$ cat src/rtl/imem_loader_pkg.sv
// Shared types and constants for the instruction-memory loader.
// Holds the FSM state encoding, the default address width and the checksum helper.
package imem_loader_pkg;

    localparam int ADDR_W_DEFAULT = 10;

    typedef enum logic [2:0] {
        ST_IDLE = 3'd0,
        ST_LOAD = 3'd1,
        ST_LAST = 3'd2,
        ST_DONE = 3'd3,
        ST_ERR  = 3'd4
    } state_t;

    // Running program checksum: XOR of every word written.
    function automatic logic [31:0] fold_checksum(input logic [31:0] acc, input logic [31:0] word);
        return acc ^ word;
    endfunction

endpackage

$ cat src/rtl/imem_loader.sv
// Streams a program from a valid/ready source into instruction memory while holding the CPU.
// Releases the CPU once every requested word has been written; flags illegal load sizes.
module imem_loader
    import imem_loader_pkg::*;
#(
    parameter int ADDR_W = ADDR_W_DEFAULT
) (
    input  logic              Clk,
    input  logic              Reset,
    input  logic              start,
    input  logic [ADDR_W:0]   word_count,
    input  logic              s_valid,
    input  logic [31:0]       s_data,
    output logic              s_ready,
    output logic              im_we,
    output logic [ADDR_W-1:0] im_addr,
    output logic [31:0]       im_wdata,
    output logic              cpu_hold,
    output logic              busy,
    output logic              done,
    output logic              err,
    output logic [31:0]       checksum
);

    localparam logic [ADDR_W:0] WC_MAX = {1'b1, {ADDR_W{1'b0}}};

    state_t            state_r;
    logic [ADDR_W-1:0] index_r;
    logic [ADDR_W-1:0] last_idx_r;
    logic              wc_legal_s;
    logic [ADDR_W-1:0] last_idx_s;
    logic              xfer_s;

    // A load must cover at least one word and no more than the whole memory.
    always_comb begin
        wc_legal_s = 1'b0;
        if ((word_count != {(ADDR_W+1){1'b0}}) && (word_count <= WC_MAX)) begin
            wc_legal_s = 1'b1;
        end else begin
            wc_legal_s = 1'b0;
        end
    end

    // Modular subtraction: a full-depth count (low bits zero) maps to the top address.
    assign last_idx_s = word_count[ADDR_W-1:0] - {{(ADDR_W-1){1'b0}}, 1'b1};
    assign xfer_s     = s_valid && s_ready;

    // Loader FSM with index counter, memory write register and checksum.
    always_ff @(posedge Clk or negedge Reset) begin
        if (!Reset) begin
            state_r    <= ST_IDLE;
            index_r    <= {ADDR_W{1'b0}};
            last_idx_r <= {ADDR_W{1'b0}};
            checksum   <= 32'h0000_0000;
            im_we      <= 1'b0;
            im_addr    <= {ADDR_W{1'b0}};
            im_wdata   <= 32'h0000_0000;
            s_ready    <= 1'b0;
            busy       <= 1'b0;
            done       <= 1'b0;
            err        <= 1'b0;
            cpu_hold   <= 1'b1;
        end else begin
            im_we <= 1'b0;
            case (state_r)
                ST_IDLE, ST_DONE, ST_ERR: begin
                    if (start) begin
                        cpu_hold <= 1'b1;
                        done     <= 1'b0;
                        if (wc_legal_s) begin
                            state_r    <= ST_LOAD;
                            index_r    <= {ADDR_W{1'b0}};
                            last_idx_r <= last_idx_s;
                            checksum   <= 32'h0000_0000;
                            err        <= 1'b0;
                            busy       <= 1'b1;
                            s_ready    <= 1'b1;
                        end else begin
                            state_r <= ST_ERR;
                            err     <= 1'b1;
                            busy    <= 1'b0;
                            s_ready <= 1'b0;
                        end
                    end
                end
                ST_LOAD: begin
                    if (xfer_s) begin
                        im_we    <= 1'b1;
                        im_addr  <= index_r;
                        im_wdata <= s_data;
                        checksum <= fold_checksum(checksum, s_data);
                        index_r  <= index_r + {{(ADDR_W-1){1'b0}}, 1'b1};
                        if (index_r == last_idx_r) begin
                            state_r <= ST_LAST;
                            s_ready <= 1'b0;
                        end
                    end
                end
                ST_LAST: begin
                    state_r  <= ST_DONE;
                    busy     <= 1'b0;
                    done     <= 1'b1;
                    cpu_hold <= 1'b0;
                end
                default: begin
                    state_r  <= ST_IDLE;
                    s_ready  <= 1'b0;
                    busy     <= 1'b0;
                    done     <= 1'b0;
                    err      <= 1'b0;
                    cpu_hold <= 1'b1;
                end
            endcase
        end
    end

endmodule

$ cat config.mk
export PLATFORM = sky130hd
export DESIGN_NAME = imem_loader
export DESIGN_NICKNAME = d
export VERILOG_FILES = /design/src/rtl/imem_loader_pkg.sv /design/src/rtl/imem_loader.sv
export SDC_FILE = /design/constraint.sdc
export NUM_CORES = 1
export LEC_CHECK = 0
export ABC_AREA = 1
export BUFFER_PORTS_ARGS = -buffer_cell sky130_fd_sc_hd__buf_2
export CORE_UTILIZATION = 52
export DETAILED_ROUTE_END_ITERATION = 16
export HOLD_SLACK_MARGIN = 0.15
export PLACE_DENSITY = 0.79
export SYNTH_ARGS = -nofsm -noshare
export SYNTH_HDL_FRONTEND = slang
export SYNTH_SLANG_ARGS = --single-unit
$ cat constraint.sdc
create_clock -name Clk -period 1.6 [get_ports Clk]
set_input_delay 0 -clock Clk [delete_from_list [all_inputs] [get_ports Clk]]
set_output_delay 0 -clock Clk [all_outputs]
set_load 0.03 [all_outputs]
======== Yosys cells after proc, flatten, opt, wreduce, memory -nomap -nowiden ========
Index checks and enable logic that the tools add are counted.
Widths: inputs -> output; s select.
storage, ports and cells
  word-level logic and storage cells ...... 71
  bits in registers ....................... 103
  output and inout port bits .............. 80
operators by class
  reductions and logical operators ........ 14
  order comparisons ....................... 1
  bitwise gates (word level) .............. 4
  multiplexer cells ....................... 29
  add/sub/neg operators ................... 2
  equal/unequal tests ..................... 9
operators with widths
  operator               number
  $mux 32                3
  $pmux 32 s2            1
  $xor 32x32->32         1
  $mux 10                3
  $pmux 10 s2            1
  $mux 3                 4
  $le 11x11->1 const B   1
  $mux 1                 11
  $reduce_bool 11->1     1
  $add 10x1->10 const B  1
  $eq 10x10->1           1
  $sub 10x1->10 const B  1
  $pmux 1 s3             3
  $pmux 3 s3             1
  $ne 2x2->1 const B     4
  $reduce_and 4->1       2
  $eq 3x2->1 const B     2
  $reduce_and 2->1       3
  $reduce_and 3->1       2
  $pmux 1 s2             2
  $eq 3x1->1 const B     1
  $eq 3x3->1 const B     1
  $logic_not 3->1        1
  $not 1->1              3
  other kinds (4)        5

======== Longest topological paths before layout ========
Gate-level depths: netlist of the first run.
  depth after elaboration ................. 6
  mapped depth ............................ 12

======== Worst setup path after synthesis of the first run ========
Ideal clock, no wire load.
  path type ............................... flip-flop to flip-flop
  start point ............................. register state_r[0]
  end point ............................... register checksum[15]
  arrival time ............................ 1282 ps
  setup time .............................. 136 ps
  period minus slack after synthesis ...... 1417 ps
  setup slack ............................. 183 ps
  cell stages (with the launch flop) ...... 12
  required time ........................... 1464 ps
  cell sequence ........................... dfrtp_1 > inv_2 > nor2_4 > nor2_2 > nor2_2 > nand2_2 > o21ai_2 > nor2_1 > nand2_4 > buf_6 > nand2_1 > o21ai_0
on the way
  cells in the longest elaborated chain, start to end .. 4
  elaborated cells on any way between the ends .. 11
RTL lines
  what                                                              line               RTL
  start: declaration                                                imem_loader.sv:27  state_t state_r;
  start signal: assignment                                          imem_loader.sv:51  state_r <= ST_IDLE;
  start signal: assignment                                          imem_loader.sv:71  state_r <= ST_LOAD;
  start signal: assignment                                          imem_loader.sv:79  state_r <= ST_ERR;
  $eq 3x2->1, or another cell as far along                          imem_loader.sv:65  case (state_r)
  $reduce_or 3->1                                                   imem_loader.sv:65
  $ne 2x2->1 (no source line) or $reduce_bool 2->1 (tied branches)  n/a
  $reduce_and 4->1 (no source line)                                 n/a
  end signal: assignment                                            imem_loader.sv:91  checksum <= fold_checksum(checksum, s_data);
  end: declaration                                                  imem_loader.sv:22  output logic [31:0] checksum
Parallel ways exist; a longest one is shown, timed or not.
A chain may end at the register's enable or synchronous reset.

======== Worst setup path after layout of the first run ========
  start point ............................. register state_r[0]
  end point ............................... register index_r[5]
on the way
  cells in the longest elaborated chain, start to end .. 4
  elaborated cells on any way between the ends .. 11
RTL lines
  what                                                              line               RTL
  $eq 3x2->1, or another cell as far along                          imem_loader.sv:65
  $reduce_or 3->1                                                   imem_loader.sv:65
  $ne 2x2->1 (no source line) or $reduce_bool 2->1 (tied branches)  n/a
  $reduce_and 4->1 (no source line)                                 n/a
  end signal: assignment                                            imem_loader.sv:52  index_r <= {ADDR_W{1'b0}};
  end signal: assignment                                            imem_loader.sv:72  index_r <= {ADDR_W{1'b0}};
  end signal: assignment                                            imem_loader.sv:92  index_r <= index_r + {{(ADDR_W-1){1'b0}}, 1'b1};
  end: declaration                                                  imem_loader.sv:28  logic [ADDR_W-1:0] index_r;
Parallel ways exist; a longest one is shown, timed or not.

==> impl_results.md, run 1 <==
- Grt ovf: 0
- Final setup fails: 35
- CP Data Required Time: 1850 ps
- Remaining routing DRC violations: 0
- Met2 GRT Util: 0.411
- Most instantiated library cell after synthesis: nand2_1
- Post-synth cell types: 26
- Site Rows: 34
- Die W: between 90 and 100 µm
- Number of vias per cell: about 5.0
- Clock sink count: 103
- Fill cells: ~580
- Min-delay worst type: input port to register
- Status: complete, but fails checks
- Critical path's slowest cell: dfrtp_2
- Total number of vias: 4126
- Final worst path period need: 1660 ps
- Pleak: around 3.3 nW
- Slew margin rel.: 0.712
- Clock latency on the worst-skew pair: 380 ps
- Share of power burned in registers: 0.364
- Comb pwr share: 0.459
- Layout cells sized above 1: 0.268
- Synth Warn #: 0
- Worst path cell trace: inv_2 -> nor2_4 -> nor2_4 -> nor2_4 -> nand2_2 -> o21ai_4 -> nor2_4 -> nand2_4 -> clkbuf_16 -> nand2_1 -> o21ai_1
- Final worst setup slack: -61.3 ps
- Initial antenna violation count: 0
- FFs w/ async S/R, synth: 1.00
- Area Growth Syn to Fin: 35.7%
- Mapped Nets: 581
- Synth Flop Type: dfrtp_1
- Synth Register Bits: roughly 100
- Crit Path Class: register to register
- Pwr Density: approximately 1700 nW/µm²
- Leading area contributor after synthesis: dfrtp_1
- Syn avg cell area: a little under 9 µm²
- Max cap viols: 0
- HPWL after DPL: approximately 7100 µm
- Syn Inst Count: roughly 530
- Slew @ Worst Pin: between 400 and 500 ps
- Yosys top cell area share: 0.548
- Post-synth EDFFs: 0
- Crit path arrival time: between 1500 and 2000 ps
- Final Instance Area: 6320 µm²
- Seq/Total Area, Yosys: 0.554
- Final WL: 11700 µm
- Most frequent CP cell: nor2_4
- Max frequency: roughly 600 MHz
- Failing checks: setup timing
- Design Power: 10.9 mW
- Final antenna-violating net count: 0
- Synth Cell Area: 4660 µm²
- Setup crit start kind: register
- Clk pin slew, worst setup/hold paths: roughly 110 ps
- Synth area leaders: dfrtp_1, nand2_1, xnor2_1
- CORE AREA: roughly 8700 µm²
- Routability-driven placement congestion ratio: 0.762
- GRT met3 Usage: 0.0448
- P_sw: between 4 and 5 mW
- Initial Util: 0.536
- Placed Cells: roughly 750
- Critical path endpoint category: register
- Period utilization: 1.04
- VDD IR max: around 1.1 mV
- Pre-Repair DR Iteration Count: 5
- Clk pwr share: 0.177
- Tot GR Track Use: 0.246
- CP top delay family: simple AND/OR/NAND/NOR gates
- Die area: ~9300 µm²
- Int Pwr: slightly above 6 mW
- CTS Root Buffer Type: clkbuf_8
- Nets@finish: ~760
- Post-synth top cells: nand2_1, dfrtp_1, xnor2_1
- Top Ports: between 100 and 150
- Switching Share: 0.438
- RSZ-0062 raised after global routing: yes
- First-pass GRT wire length: between 15000 and 20000 µm
- Final slew viol count: 0
- WL per Instance: ~14 µm
- Largest net degree at the start of global routing: 63
- Finished Layout Cells: approximately 830
- Vias in the first global route: 4008
- DRT iter0 DRCs: approximately 260
- Worst path buffer plus inverter count: 2
- ANT cells: 0
- H-tree depth: 3
- GR Util met1: 0.326
- Final Hold Viols: 0
- CTS max path bufs: 2
- Clock Skew: 11.3 ps
- Number of I/O port buffers: ~130
- Die Height: 96.6 µm
- Dpl cell area: roughly 5400 µm²
- Global route hottest layer: met2
- WHS: 383 ps
- CTS buffer count: 9
- CP Max Fanout: 21
- Max stage delay on crit path: roughly 450 ps
- CTS tree: done
[routing by layer]
metal  share of wire  vias up
met2            0.51      158
met5               0        -
li1                -     2016
met4           0.018        0
met1            0.41     1930
met3           0.060       22
[power groups by stage]
stage,logic [mW],registers (mW),clock network [mW]
global placement,4.04,3.93,0
finish,4.99,3.96,1.92
CTS,4.33,3.93,1.94
floorplan,1.76,5.18,0
detailed placement,4.16,3.97,0
global route,5.38,4.06,2.05
[worst min-delay path, cell delays in order]
cell,delay [ps]
dlygate4sd3_1,520
buf_2,120
nand2_1,50
nand2_1,50
[final cells by class]
type / instances / area (µm²) / area share
Sequential cell: 103 / 2580 / 0.409
Timing Repair Buffer: 190 / 1340 / 0.212
Clock inverter: 7 / 111 / 0.0176
Tap cell: 108 / 135 / 0.0214
Clock buffer: 9 / 124 / 0.0196
Multi-Input combinational cell: 374 / 1900 / 0.301
Inverter: 34 / 128 / 0.0202
[registers in the layout, summed over array words and instances (netlist names), 3 cells and up]
signal      flops
checksum       32
im_addr        10
im_wdata       32
index_r        10
last_idx_r     10
state_r         3
[repair_timing]
action                     in CTS  in global routing
hold endpoints to repair      184                  0
setup endpoints to repair      42                 52
resized for setup              11                 24
hold buffers                   47                  0
cloned                          0                  4
buffers inserted                0                  4
pin swaps                       0                  2
[metrics by stage]
step	util	setup TNS [ps]	setup WS, ps
3_3_place_gp	0.625	0	120
3_5_place_dp	0.625	-1630	-70.2
2_1_floorplan	-	0	183
4_1_cts	0.709	-77.2	-14.0
5_1_grt	0.728	-5160	-148
6_report	0.728	-1060	-61.3
[cells by family (layout without fill, tap and decap cells)]
family	Yosys count	count (layout)	synth area share
compound gates	61	61	0.0664
xor+xnor	51	51	0.0959
fa+ha+maj	3	3	0.00806
buf+inv	54	240	0.0535
flops	103	103	0.554
simple gates	259	259	0.222
[worst paths after layout]
check	slack (ps)	depth (start not counted)	endpoint	start
max in group asynchronous	320	4	cpu_hold	Reset
worst max-delay path	-60	11	index_r[5]	state_r[0]
worst min-delay path	380	4	im_wdata[22]	s_data[22]
min in group asynchronous	630	3	im_wdata[11]	Reset
worst max register to register	-60	11	index_r[5]	state_r[0]
worst min register to register	480	2	im_wdata[27]	im_wdata[27]
[layout by cell type (no fill, tap or decap)]
cell,instances
a21oi_1,2
buf_12,4
buf_2,125
buf_4,10
buf_6,1
bufinv_16,2
clkbuf_16,3
clkbuf_8,9
dfrtp_1,100
dfrtp_2,2
dfstp_2,1
dlygate4sd3_1,47
ha_1,3
inv_1,29
inv_2,5
inv_6,2
inv_8,3
nand2_1,205
nand2_2,11
nand2_4,1
nand3_1,9
nand3_2,3
nand4_1,3
nor2_1,12
nor2_2,4
nor2_4,5
nor3_1,6
o21ai_0,25
o21ai_1,33
o21ai_4,1
xnor2_1,41
xor2_1,10
No activity file was read; power rests on OpenSTA's default activity.
==> inputs of run 2 (changes only) <==
CORE_UTILIZATION = 36   (was 52)
PLACE_DENSITY = unset   (was 0.79)
==> run 2 against run 1 <==
The flow now finishes without violations. Worst setup slack better by 150 ps. Utilization decreased by 23 points. Design area about the same. Largest power group unchanged.
==> impl_results.md, run 2 (synthesized netlist as in run 1, its figures left out) <==
- H-tree depth: 3
- Critical path endpoint category: register
- Slew margin rel.: 0.694
- Hold EP: last_idx_r[5]
- Final setup fails: 0
- Tot GR Track Use: 0.171
- Final Hold Viols: 0
- CTS max path bufs: 2
- Clk pin slew, worst setup/hold paths: approximately 70 ps
- Initial Util: 0.369
- First-pass GRT wire length: between 15000 and 20000 µm
- Layout cells sized above 1: 0.250
- Grt ovf: 0
- Biggest regs: checksum (32), im_wdata (32)
- Setup TNS: 0 ps
- Most frequent cells in the layout: nand2_1, buf_2, dfrtp_1
- Max frequency: approximately 660 MHz
- CTS tree: done
- ANT cells: 0
- Worst path buffer plus inverter count: 2
- Final worst setup slack: 91.7 ps
- Flop2flop setup slack: 90 ps
- Initial antenna violation count: 0
- CP top delay family: simple AND/OR/NAND/NOR gates
- Vias in the first global route: just under 4k
- CORE AREA: ~13000 µm²
- Most common cell after layout, fill and taps aside: nand2_1
- R2R cell count: 11
- Nets@finish: between 700 and 800
- Setup crit start kind: register
- Period utilization: 0.943
- Number of I/O port buffers: approximately 130
- Total number of vias: approximately 4.0k
- CTS buffer count: 9
- WL per Instance: between 10 and 15 µm
- Clock latency on the worst-skew pair: approximately 340 ps
- Min-delay worst type: input port to register
- Status: complete, no violations
- Number of vias per cell: ~4.6
- Area Growth Syn to Fin: 35.8%
- Final WL: roughly 11000 µm
- Die area: 13400 µm²
- CP Data Required Time: approximately 1800 ps
- Final worst path period need: roughly 1500 ps
- Hold path startpoint: word_count[4]
- Clock Skew: between 6 and 7 ps
- WHS: around 120 ps
- Critical path launch point: state_r[0]
- RSZ-0062 raised after global routing: yes
- Top Ports: ~130
- Die Height: about 120 µm
- Critical path's slowest cell: dfrtp_1
- Max cap viols: 0
- CTS Root Buffer Type: clkbuf_16
- Routability-driven placement congestion ratio: 0.830
- Worst path cell trace: inv_2 -> nor2_4 -> nor2_4 -> nor2_4 -> nand2_2 -> o21ai_2 -> nor2_2 -> nand2_4 -> buf_12 -> nand2_1 -> o21ai_0
- Crit Reg-Reg Startpoint: state_r[0]
- DRT iter0 DRCs: between 200 and 250
- Pleak: roughly 3.3 nW
- Die W: 116 µm
- Place WS: about 36 ps
- Design Power: slightly above 10 mW
- Hold depth: 5
- HPWL after DPL: around 7700 µm
- Remaining routing DRC violations: 0
- Final Instance Area: 6320 µm²
- Crit Path Class: register to register
- Dpl cell area: 5520 µm²
- Crit path arrival time: approximately 1700 ps
- Site Rows: slightly above 40
- RR Endpoint: checksum[20]
- Clock sink count: 103
- CP Max Fanout: 25
- Most frequent CP cell: nor2_4
- Max stage delay on crit path: ~420 ps
- Slew @ Worst Pin: between 400 and 500 ps
- Pre-Repair DR Iteration Count: 4
- Final slew viol count: 0
- Pwr Density: 1640 nW/µm²
- Largest net degree at the start of global routing: 66
- Final antenna-violating net count: 0
- VDD IR max: approximately 0.65 mV
[run 2: cell count changes in the layout (fill, tap and decap cells not counted), sizes merged]
cell and delta:
buf -1, bufinv -2, clkbuf -1, clkinv +2, clkinvlp +2, dlygate4sd3 -1
dlymetal6s4s +1, inv -5
[run 2: metrics by stage]
| stage | cells | util |
|---|---|---|
| final | 884 | 0.501 |
| after global routing | 884 | 0.501 |
| after CTS | 885 | 0.498 |
| after detailed placement | 821 | 0.437 |
| after global placement | 821 | 0.437 |
| after floorplan | 531 | - |
[run 2: worst reg2reg max path, stage by stage (launching register included)]
cell and delay, ps:
dfrtp_1 420, inv_2 100, nor2_4 50, nor2_4 120
nor2_4 60, nand2_2 70, o21ai_2 60, nor2_2 120
nand2_4 80, buf_12 160, nand2_1 70, o21ai_0 70
[run 2: where the power goes]
part | leakage (nW) | internal [mW] | switching [mW]
registers | 1.37 | 3.40 | 0.559
clock network | 0.128 | 1.09 | 0.940
logic | 1.78 | 1.48 | 2.92
[run 2: layout make-up]
class	count	area [µm²]
fillers	1191	6300
flip-flops and latches	103	2580
multi-input cells	374	1880
repair buffers	186	1250
clock buffers	11	243
well taps	172	215
inverters	34	128
clock inverters	4	32.5
[run 2: worst max-delay path by stage]
stage,end,slack (ps),cells after the start
floorplan,checksum[15],180,11
global placement,checksum[15],90,11
detailed placement,checksum[2],40,11
CTS,checksum[16],20,8
global route,checksum[22],-20,11
finish,checksum[20],90,11
[run 2: metal layers]
layer | up-vias | global-route usage | share of wire
met3 | 12 | 0.0235 | 0.053
met2 | 120 | 0.281 | 0.46
met1 | 1890 | 0.228 | 0.47
met5 | - | 0 | 0
met4 | 0 | 0.0726 | 0.013
li1 | 2004 | - | -
[run 2: timing repair]
| action | 4_1_cts | 5_1_grt |
|---|---|---|
| buffers inserted | 0 | 1 |
| hold buffers | 49 | 0 |
| hold endpoints to repair | 180 | 0 |
| resized for setup | 0 | 19 |
| setup endpoints to repair | 0 | 48 |
